**src/rtl/dmi_jtag_tap.sv**
```systemverilog
// IEEE 1149.1 TAP controller in front of the DMI DTM: 16-state FSM, 5-bit IR,
// BYPASS/IDCODE/DTMCS data registers and the strobes the DTM needs.
module dmi_jtag_tap #(
    parameter int unsigned IrLength    = 5,
    parameter logic [31:0] IdcodeValue = 32'h0000_0001
) (
    input  logic       tck_i,
    input  logic       trst_ni,
    input  logic       tms_i,
    input  logic       td_i,
    output logic       td_o,
    output logic       tdo_oe_o,
    input  logic       testmode_i,
    output logic       test_logic_reset_o,
    output logic       shift_dr_o,
    output logic       update_dr_o,
    output logic       capture_dr_o,
    output logic       dmi_access_o,
    output logic       dtmcs_select_o,
    output logic       dmi_reset_o,
    input  logic [1:0] dmi_error_i,
    output logic       dmi_tdi_o,
    input  logic       dmi_tdo_i
);

    typedef enum logic [3:0] {
        TestLogicReset, RunTestIdle, SelectDrScan, CaptureDr, ShiftDr, Exit1Dr, PauseDr,
        Exit2Dr, UpdateDr, SelectIrScan, CaptureIr, ShiftIr, Exit1Ir, PauseIr, Exit2Ir,
        UpdateIr
    } tap_state_e;

    localparam logic [IrLength-1:0] IrIdcode    = 5'h01;
    localparam logic [IrLength-1:0] IrDtmcs     = 5'h10;
    localparam logic [IrLength-1:0] IrDmiAccess = 5'h11;
    localparam logic [IrLength-1:0] IrCapture   = 5'b00101;

    tap_state_e          state_q;
    logic [IrLength-1:0] ir_shift_q, ir_q;
    logic                bypass_q;
    logic [31:0]         idcode_q, dtmcs_q, dtmcs_cap;
    logic                idcode_sel;
    logic                unused_testmode;

    assign unused_testmode = testmode_i;

    always_ff @(posedge tck_i or negedge trst_ni) begin
        if (!trst_ni) begin
            state_q <= TestLogicReset;
        end else begin
            unique case (state_q)
                TestLogicReset: state_q <= tms_i ? TestLogicReset : RunTestIdle;
                RunTestIdle:    state_q <= tms_i ? SelectDrScan   : RunTestIdle;
                SelectDrScan:   state_q <= tms_i ? SelectIrScan   : CaptureDr;
                CaptureDr:      state_q <= tms_i ? Exit1Dr        : ShiftDr;
                ShiftDr:        state_q <= tms_i ? Exit1Dr        : ShiftDr;
                Exit1Dr:        state_q <= tms_i ? UpdateDr       : PauseDr;
                PauseDr:        state_q <= tms_i ? Exit2Dr        : PauseDr;
                Exit2Dr:        state_q <= tms_i ? UpdateDr       : ShiftDr;
                UpdateDr:       state_q <= tms_i ? SelectDrScan   : RunTestIdle;
                SelectIrScan:   state_q <= tms_i ? TestLogicReset : CaptureIr;
                CaptureIr:      state_q <= tms_i ? Exit1Ir        : ShiftIr;
                ShiftIr:        state_q <= tms_i ? Exit1Ir        : ShiftIr;
                Exit1Ir:        state_q <= tms_i ? UpdateIr       : PauseIr;
                PauseIr:        state_q <= tms_i ? Exit2Ir        : PauseIr;
                Exit2Ir:        state_q <= tms_i ? UpdateIr       : ShiftIr;
                UpdateIr:       state_q <= tms_i ? SelectDrScan   : RunTestIdle;
                default:        state_q <= TestLogicReset;
            endcase
        end
    end

    always_ff @(posedge tck_i or negedge trst_ni) begin
        if (!trst_ni) begin
            ir_shift_q <= '0;
            ir_q       <= IrIdcode;
        end else begin
            case (state_q)
                TestLogicReset: ir_q       <= IrIdcode;
                CaptureIr:      ir_shift_q <= IrCapture;
                ShiftIr:        ir_shift_q <= {td_i, ir_shift_q[IrLength-1:1]};
                UpdateIr:       ir_q       <= ir_shift_q;
                default:        ;
            endcase
        end
    end

    assign idcode_sel     = (ir_q == IrIdcode);
    assign dtmcs_select_o = (ir_q == IrDtmcs);
    assign dmi_access_o   = (ir_q == IrDmiAccess);

    // dmihardreset, dmireset and bit 15 always capture as zero
    assign dtmcs_cap = {14'h0, 1'b0, 1'b0, 1'b0, 3'd1, dmi_error_i, 6'd7, 4'd1};

    always_ff @(posedge tck_i or negedge trst_ni) begin
        if (!trst_ni) begin
            bypass_q <= 1'b0;
            idcode_q <= IdcodeValue;
            dtmcs_q  <= '0;
        end else begin
            if (state_q == CaptureDr) begin
                bypass_q <= 1'b0;
                if (idcode_sel)     idcode_q <= IdcodeValue;
                if (dtmcs_select_o) dtmcs_q  <= dtmcs_cap;
            end else if (state_q == ShiftDr) begin
                bypass_q <= td_i;
                if (idcode_sel)     idcode_q <= {td_i, idcode_q[31:1]};
                if (dtmcs_select_o) dtmcs_q  <= {td_i, dtmcs_q[31:1]};
            end
        end
    end

    // TDO changes on the falling edge so the host samples a stable bit on the rising edge
    always_ff @(negedge tck_i or negedge trst_ni) begin
        if (!trst_ni) begin
            td_o     <= 1'b0;
            tdo_oe_o <= 1'b0;
        end else begin
            case (state_q)
                ShiftIr: begin
                    td_o     <= ir_shift_q[0];
                    tdo_oe_o <= 1'b1;
                end
                ShiftDr: begin
                    tdo_oe_o <= 1'b1;
                    if (idcode_sel)          td_o <= idcode_q[0];
                    else if (dtmcs_select_o) td_o <= dtmcs_q[0];
                    else if (dmi_access_o)   td_o <= dmi_tdo_i;
                    else                     td_o <= bypass_q;
                end
                default: begin
                    td_o     <= 1'b0;
                    tdo_oe_o <= 1'b0;
                end
            endcase
        end
    end

    assign test_logic_reset_o = (state_q == TestLogicReset);
    assign shift_dr_o         = (state_q == ShiftDr);
    assign update_dr_o        = (state_q == UpdateDr);
    assign capture_dr_o       = (state_q == CaptureDr);
    assign dmi_reset_o        = (state_q == UpdateDr) && dtmcs_select_o && dtmcs_q[16];
    assign dmi_tdi_o          = td_i;

endmodule

```
**config.mk**
```make
export PLATFORM = sky130hd
export DESIGN_NAME = dmi_jtag_tap
export DESIGN_NICKNAME = d
export VERILOG_FILES = /design/src/rtl/dmi_jtag_tap.sv
export SDC_FILE = /design/constraint.sdc
export NUM_CORES = 1
export LEC_CHECK = 0
export CORE_MARGIN = 2
export CORE_UTILIZATION = 42
export CTS_CLUSTER_DIAMETER = 60
export DETAILED_ROUTE_END_ITERATION = 10
export PLACE_DENSITY = 0.7
export SETUP_SLACK_MARGIN = 0.05
export SKIP_CTS_REPAIR_TIMING = 1
export SLEW_MARGIN = 5
export SYNTH_ARGS = -nofsm -noshare
export SYNTH_HDL_FRONTEND = slang
export SYNTH_SLANG_ARGS = --single-unit
export TNS_END_PERCENT = 1
```
**constraint.sdc**
```tcl
create_clock -name tck_i -period 2.1 [get_ports tck_i]
set_clock_uncertainty 0.1 [all_clocks]
set_input_delay 0.525 -clock tck_i [delete_from_list [all_inputs] [get_ports tck_i]]
set_output_delay 0.525 -clock tck_i [all_outputs]
set_load 0.1 [all_outputs]
```
==> metrics, run 1 <==
status finished with violations; violated checks setup timing; internal power 3.424 mW; switch share 0.3931; unrepaired setup endpoints after global routing true; Synth Area in Compound Gates 0.2217; Setup crit end kind primary output; Clock Pin Slew Worst Setup and Hold Paths 90 ps; Synth top area share 0.5710; max-cap viol count 0; Crit Path Category reg2out; Iter 0 DRT Violations 70; Num CTS Buffers 9; mux share of post-synthesis cell area 0.005933; Max clock buf depth 2; GR Overflow Total 0; Post-synth ARST share 1.000; vias 2380; WP buf/inv 1; gr usage total 0.1643; Yosys Warn Count 0; DP Cell Count 427; largest family of logic cells by synthesized area compound AO/OA/AOI/OAI gates; final number of setup-violating endpoints 11; Net count, final 345; Critical Path Stages 1; row count 32; Final WS setup -528.8 ps; vias in the first global route 2440; Slew Viols, Final 0; remaining routing DRC violations 0; core area 7767 um^2; WHS 393.8 ps; #FFs+latches synth 81; number of vias per cell 5.360; Post-Synth Simple-Gate Area 0.1209; average wire per standard cell 14.99 um; DRT antenna net count 0; Final TNS setup -2809 ps; Non-Filler Instances 444; hold_sp dtmcs_q[22]$_DFFE_PN0P_; number of unique standard cell types used by synthesis 45; largest net degree at the start of global routing 74; clk sink count 81; crit path cell chain buf_12; port bufs 16; clk_lat worst skew 350 ps; initial antenna violation count 0; Max FO, Critical Path 1; P per Cell Area 1343 nW/um^2; P_sw 2.218 mW; clock network power share 0.210; H-tree levels 3; dpl hpwl 4244 um; Flop pwr share 0.353; CTS tree yes; Power, Total 5.643 mW; Die ar. 8768 um^2; Worst slew margin 0.7241; routed wire length 6654 um; share of layout cells above drive strength 1 0.2456; synth cell count leaders dfrtp_1 (77), nand2_1 (46), a22o_1 (41); Post-synth top flop dfrtp_1; P&R area growth vs syn 24.47%; Synth Area per Inst 11.29 um^2; Slowest cell on crit path dfrtn_1; count leader, synth dfrtp_1; WP data arrival 2000 ps; Final Hold Fails 0; first-pass GRT wire length 11220 um; Final GP Congestion 0.8797; sequential cell area fraction in the yosys report 0.6014; synth top area cells dfrtp_1 (57%), a22o_1 (11%), nand2_1 (5.1%); clk root buf clkbuf_8; Post-synth EDFFs 0; n_diodes 0; Largest stage delay, worst path 440 ps; HP Class reg2reg; Die H 93.64 um; VDD IR-drop max 882.2 uV; Syn Nets 307; DRT Pass-1 Iters 4; worst setup path start tdo_oe_o$_DFF_NN0_; R2R cell count 3; worst hold stages 2; cell area after technology mapping 3374 um^2; Worst Path Required 1470 ps; Initial Util 0.4344; worst r2r src ir_q[0]$_DFFE_PN1P_; combinational fraction of design power 0.437; Synth Area in Adders 0; io pins 18; actual slew at the worst max-slew pin 413.5 ps; Die Wd 93.64 um; Worst path top cell family by delay flip-flops; Leakage 1.898 nW; cell count after synthesis 299; CP startpoint kind flip-flop; cell taking the most area after synthesis dfrtp_1; Synth Area in XOR/XNOR 0
## layout by cell type (no fill, tap or decap), drive strengths merged, types with 2 or more instances in the layout
cell and n:
buf 42, o221ai 2, dfrtp 77, dfrtn 2, inv 11, a21oi 13, dfstp 2, mux2i 2
clkbuf 10, o22ai 5, nor2 16, nand2 47, a22oi 2, and3 3, clkinvlp 2, clkdlybuf4s50 5
nand3 4, o21ai 28, a22o 41, nor3 4, nand2b 2, o22a 4, a211oi 2
## power groups by stage
| stage | registers [mW] | clock network (mW) | logic (mW) |
|---|---|---|---|
| after CTS | 1.98 | 1.21 | 2.35 |
| after global routing | 2.02 | 1.27 | 2.67 |
| after global placement | 2.00 | 0 | 2.28 |
| after detailed placement | 2.01 | 0 | 2.33 |
| after floorplan | 2.07 | 0 | 1.49 |
| final | 1.99 | 1.18 | 2.47 |
## kinds of logic (layout without fill, tap and decap cells)
| kind of cell | Yosys count | count (layout) |
|---|---|---|
| DFF | 81 | 81 |
| AOI/OAI and AO/OA | 103 | 103 |
| buffers and inverters | 30 | 73 |
| and+or+nand+nor | 83 | 83 |
| muxes | 2 | 2 |
## per-stage QoR
stage	worst slack [ps]	util	cell area (um^2)
floorplan	-808.9	-	3415
global placement	-544.8	0.5040	3915
detailed placement	-578.0	0.5040	3915
CTS	-542.4	0.5309	4124
global route	-561.9	0.5408	4200
finish	-528.8	0.5408	4200
## area by class of cell
cell class | instances | area (um^2)
fill | 673 | 3567
sequential | 81 | 2029
multi-input combinational | 188 | 1240
timing repair buffer | 48 | 553.0
clock buffer | 10 | 137.6
tap | 102 | 127.6
clock inverter | 6 | 71.32
inverter | 9 | 41.29
## path summary, 6_finish.rpt
check / slack [ps] / end
max: -530 / tdo_oe_o
min: 390 / dtmcs_q[22]$_DFFE_PN0P_
max reg2reg: -510 / td_o$_DFF_NN0_
min reg2reg: 390 / dtmcs_q[22]$_DFFE_PN0P_
max in group asynchronous: 300 / tdo_oe_o$_DFF_NN0_
min in group asynchronous: 460 / ir_shift_q[1]$_DFFE_PN0P_
## flip-flops by register name, indices dropped and copies added, names as in the netlist
name,flops
idcode_q,32
tdo_oe_o,1
state_q,4
ir_q,5
ir_shift_q,5
dtmcs_q,32
td_o,1
bypass_q,1
## routing by layer
metal / routed length [um] / global-route usage / up-vias / part of all wire
li1: - / - / 1152 / -
met1: 3045 / 0.2193 / 1177 / 0.46
met2: 3243 / 0.2512 / 40 / 0.49
met3: 220 / 0.04190 / 11 / 0.033
met4: 144 / 0.07971 / 0 / 0.022
met5: 0 / 0 / - / 0
Note: power is estimated with default switching activity, not from simulation.
==> inputs of run 2 (changes only) <==
HOLD_SLACK_MARGIN = 0.08   (was not set)
clock period = 3.4 ns   (was 2.1 ns; I/O delays follow)
==> run 2 against run 1 <==
  * Hold slack worse by 190 ps
  * First-iteration DRC count is 91% higher
  * Wire length decreased by 10%
  * Die area did not move
  * Largest cell class unchanged
  * The flow still finishes with violations (setup timing)
  * Flip-flop and latch count unchanged
  * Non-clock buffer count shrank 22
  * Core utilization shrank 4.4 points
  * Register-to-register slack gained 610 ps
  * Setup slack better by 330 ps
  * Global-route usage fell by 1.1 points
==> metrics, run 2 (synthesis results as in run 1) <==
Max FO, Critical Path 1; CP startpoint kind flip-flop; clk_lat worst skew 350 ps; average wire per standard cell 14.14 um; Final WS setup -199.9 ps; R2R cell count 3; Setup crit end kind primary output; DRT antenna net count 0; P&R area growth vs syn 14.24%; largest registers dtmcs_q x32, idcode_q x32; fin area 3855 um^2; Non-Filler Instances 422; leading cell types in the layout, fill and taps excluded dfrtp_1 (77), nand2_1 (46), a22o_1 (41), o21ai_1 (17), buf_4 (16); Final Hold Fails 0; WP data arrival 2650 ps; Post-DP Area 3654 um^2; HP Class in2async; Worst Path Required 2450 ps; clk root buf clkbuf_8; Final GP Congestion 0.8211; Net count, final 323; Critical Path Stages 1; share of layout cells above drive strength 1 0.1781; Largest stage delay, worst path 430 ps; dpl ws -259.8 ps; final number of setup-violating endpoints 2; unrepaired setup endpoints after global routing true; Final TNS setup -399.5 ps; DP Cell Count 406; Clock Pin Slew Worst Setup and Hold Paths 80 ps; Initial Util 0.4344; row count 32; io pins 18; Max clock buf depth 2; Slew Viols, Final 0; crit path cell chain buf_12; P per Cell Area 804.9 nW/um^2; Die Wd 93.64 um; remaining routing DRC violations 0; vias 2266; WP buf/inv 1; max-cap viol count 0; status finished with violations; Slowest cell on crit path dfrtn_1; Crit Path Category reg2out; VDD IR-drop max 474.2 uV; H-tree levels 3; core area 7767 um^2; n_diodes 0; Worst slew margin 0.1970; Worst path top cell family by delay flip-flops; actual slew at the worst max-slew pin 1204 ps; Power, Total 3.103 mW; gr usage total 0.1533; most common cell after layout, fill and taps aside dfrtp_1; Leakage 1.760 nW; vias in the first global route 2164; Die H 93.64 um; initial antenna violation count 0; number of vias per cell 5.370; DRT Pass-1 Iters 4; Num CTS Buffers 9; GR Overflow Total 0; largest net degree at the start of global routing 76; Iter 0 DRT Violations 134; CTS tree yes; first-pass GRT wire length 10290 um; routed wire length 5966 um; Die ar. 8768 um^2; violated checks setup timing; clk sink count 81; dpl hpwl 3787 um; port bufs 16
## run 2: cell count changes in the layout (fill, tap and decap cells not counted), moves of 2 or more
cell      previous run  this run
buf_4               25        16
clkinv_2             0         4
and3_4               2         0
buf_12              13         5
inv_6                3         0
buf_6                4         0
## run 2: layer usage
metal,track usage,share of wire,up-vias
met5,0,0,-
met4,0.06643,0.019,0
met2,0.2332,0.47,33
met3,0.04674,0.029,9
li1,-,-,1111
met1,0.2041,0.48,1113
## run 2: final cells by class
cell class	instances	area, um^2
Clock inverter	6	57.56
Tap cell	102	127.6
Multi-Input combinational cell	188	1199
Inverter	9	33.78
Clock buffer	10	137.6
Fill cell	714	3913
Timing Repair Buffer	26	270.3
Sequential cell	81	2029
## run 2: path summary, 6_finish.rpt
kind,startpoint,endpoint,slack (ps)
max,tdo_oe_o$_DFF_NN0_,tdo_oe_o,-200
min,trst_ni,ir_q[4]$_DFFE_PN0P_,210
max reg2reg,ir_q[0]$_DFFE_PN1P_,td_o$_DFF_NN0_,100
min reg2reg,dtmcs_q[25]$_DFFE_PN0P_,dtmcs_q[25]$_DFFE_PN0P_,390
max in group asynchronous,trst_ni,td_o$_DFF_NN0_,1220
min in group tck_i,dtmcs_q[25]$_DFFE_PN0P_,dtmcs_q[25]$_DFFE_PN0P_,390
## run 2: report_power, final
group          internal (mW)  leakage, nW  switching (mW)
registers               1.12         1.09           0.116
clock network          0.354        0.102           0.333
logic                  0.398        0.564           0.787
total                   1.87         1.76            1.24
## run 2: per-stage QoR
step	util	hold WS [ps]
after floorplan	-	354.9
after global placement	0.4704	368.0
after detailed placement	0.4704	378.0
after CTS	0.4955	198.9
after global routing	0.4963	194.8
final	0.4963	208.4
==> inputs of run 3 (changes only) <==
SKIP_LAST_GASP = 1   (was not set)
==> run 3 against run 2 <==
  * The run still ends with setup timing left
  * Hold slack worse by 1.1 ps
  * Cell count did not move
  * Sequential share of layout area is 0.086 points higher
  * Register-to-register slack worse by 20 ps
  * Wire length is essentially flat
  * Die area unchanged
  * Clock-buffer cell count is the same
  * Clock power is essentially flat
  * Non-clock buffer count unchanged
==> metrics, run 3 (synthesis results as in run 1) <==
status finished with violations; violated checks setup timing; Initial Util 0.4344; Leakage 1.760 nW; CTS tree yes; number of vias per cell 5.346; n_diodes 0; GR Overflow Total 0; Non-Filler Instances 422; Crit Path Category reg2out; unrepaired setup endpoints after global routing true; share of layout cells above drive strength 1 0.1750; Die ar. 8768 um^2; Iter 0 DRT Violations 136; row count 32; Die Wd 93.64 um; VDD IR-drop max 473.5 uV; final number of setup-violating endpoints 2; Num CTS Buffers 9; P per Cell Area 803.1 nW/um^2; WHS 207.3 ps; Worst R2R Setup Slack 80 ps; Clock Pin Slew Worst Setup and Hold Paths 80 ps; Net count, final 323; clk sink count 81; most common cell after layout, fill and taps aside dfrtp_1; R2R cell count 3; initial antenna violation count 0; vias 2256; dpl hpwl 3787 um; Die H 93.64 um; # fillers 715; CP startpoint kind flip-flop; Slowest cell on crit path dfrtn_1; worst setup path start tdo_oe_o$_DFF_NN0_; gr usage total 0.1533; Setup crit end kind primary output; leading cell types in the layout, fill and taps excluded dfrtp_1 (77), nand2_1 (46), a22o_1 (41), o21ai_1 (17), buf_4 (16); Worst path top cell family by delay flip-flops; WP data arrival 2650 ps; crit path cell chain buf_12; first-pass GRT wire length 10290 um; port bufs 16; DP Cell Count 406; average wire per standard cell 14.14 um; largest net degree at the start of global routing 76; P&R area growth vs syn 14.05%; actual slew at the worst max-slew pin 1203 ps; core area 7767 um^2; remaining routing DRC violations 0; clk root buf clkbuf_8; H-tree levels 3; io pins 18; Worst Path Required 2450 ps; Max clock buf depth 2; max-cap viol count 0; Largest stage delay, worst path 430 ps; CP Capture Point tdo_oe_o; Max FO, Critical Path 1; Slew Viols, Final 0; Critical Path Stages 1; Worst slew margin 0.1980; reg2reg end td_o$_DFF_NN0_; DRT Pass-1 Iters 4; vias in the first global route 2164; Final GP Congestion 0.8211; HP Class in2async; Final WS setup -199.0 ps; Final Hold Fails 0; Final TNS setup -397.8 ps; DRT antenna net count 0; WP buf/inv 1; routed wire length 5967 um; largest registers dtmcs_q x32, idcode_q x32; worst r2r src ir_q[0]$_DFFE_PN1P_; clk_lat worst skew 350 ps
## run 3: power breakdown
group          internal, mW  switching [mW]
sequential             1.12           0.115
combinational         0.396           0.779
clock                 0.354           0.331
## run 3: worst min-delay path by stage
stage | end | from | depth (start not counted) | slack, ps
after floorplan | dtmcs_q[11]$_DFFE_PN0P_ | dtmcs_q[11]$_DFFE_PN0P_ | 2 | 350
after global placement | dtmcs_q[11]$_DFFE_PN0P_ | dtmcs_q[11]$_DFFE_PN0P_ | 2 | 370
after detailed placement | dtmcs_q[25]$_DFFE_PN0P_ | dtmcs_q[25]$_DFFE_PN0P_ | 2 | 380
after CTS | ir_shift_q[2]$_DFFE_PN0P_ | trst_ni | 1 | 200
after global routing | ir_q[4]$_DFFE_PN0P_ | trst_ni | 1 | 190
final | ir_q[4]$_DFFE_PN0P_ | trst_ni | 1 | 210
## run 3: layer usage
metal	GRT usage	routed length, um
met5	0	0
met1	0.2041	2857
met4	0.06643	114
met3	0.04674	186
met2	0.2332	2809
## run 3: metrics by stage
stage                     power [mW]    util  worst slack [ps]  cell area (um^2)
after floorplan                2.173       -            -198.7              3391
after global placement         2.397  0.4704            -238.1              3654
after detailed placement       2.425  0.4704            -259.8              3654
after CTS                      3.116  0.4955            -215.9              3849
after global routing           3.282  0.4955            -232.8              3849
final                          3.091  0.4955            -199.0              3849
## run 3: cell type report
class	count	area (um^2)	share of cell area
flip-flops and latches	81	2029	0.5273
inverters	9	33.78	0.008778
repair buffers	26	270.3	0.07022
well taps	102	127.6	0.03316
clock inverters	6	57.56	0.01495
multi-input cells	188	1192	0.3098
clock buffers	10	137.6	0.03576
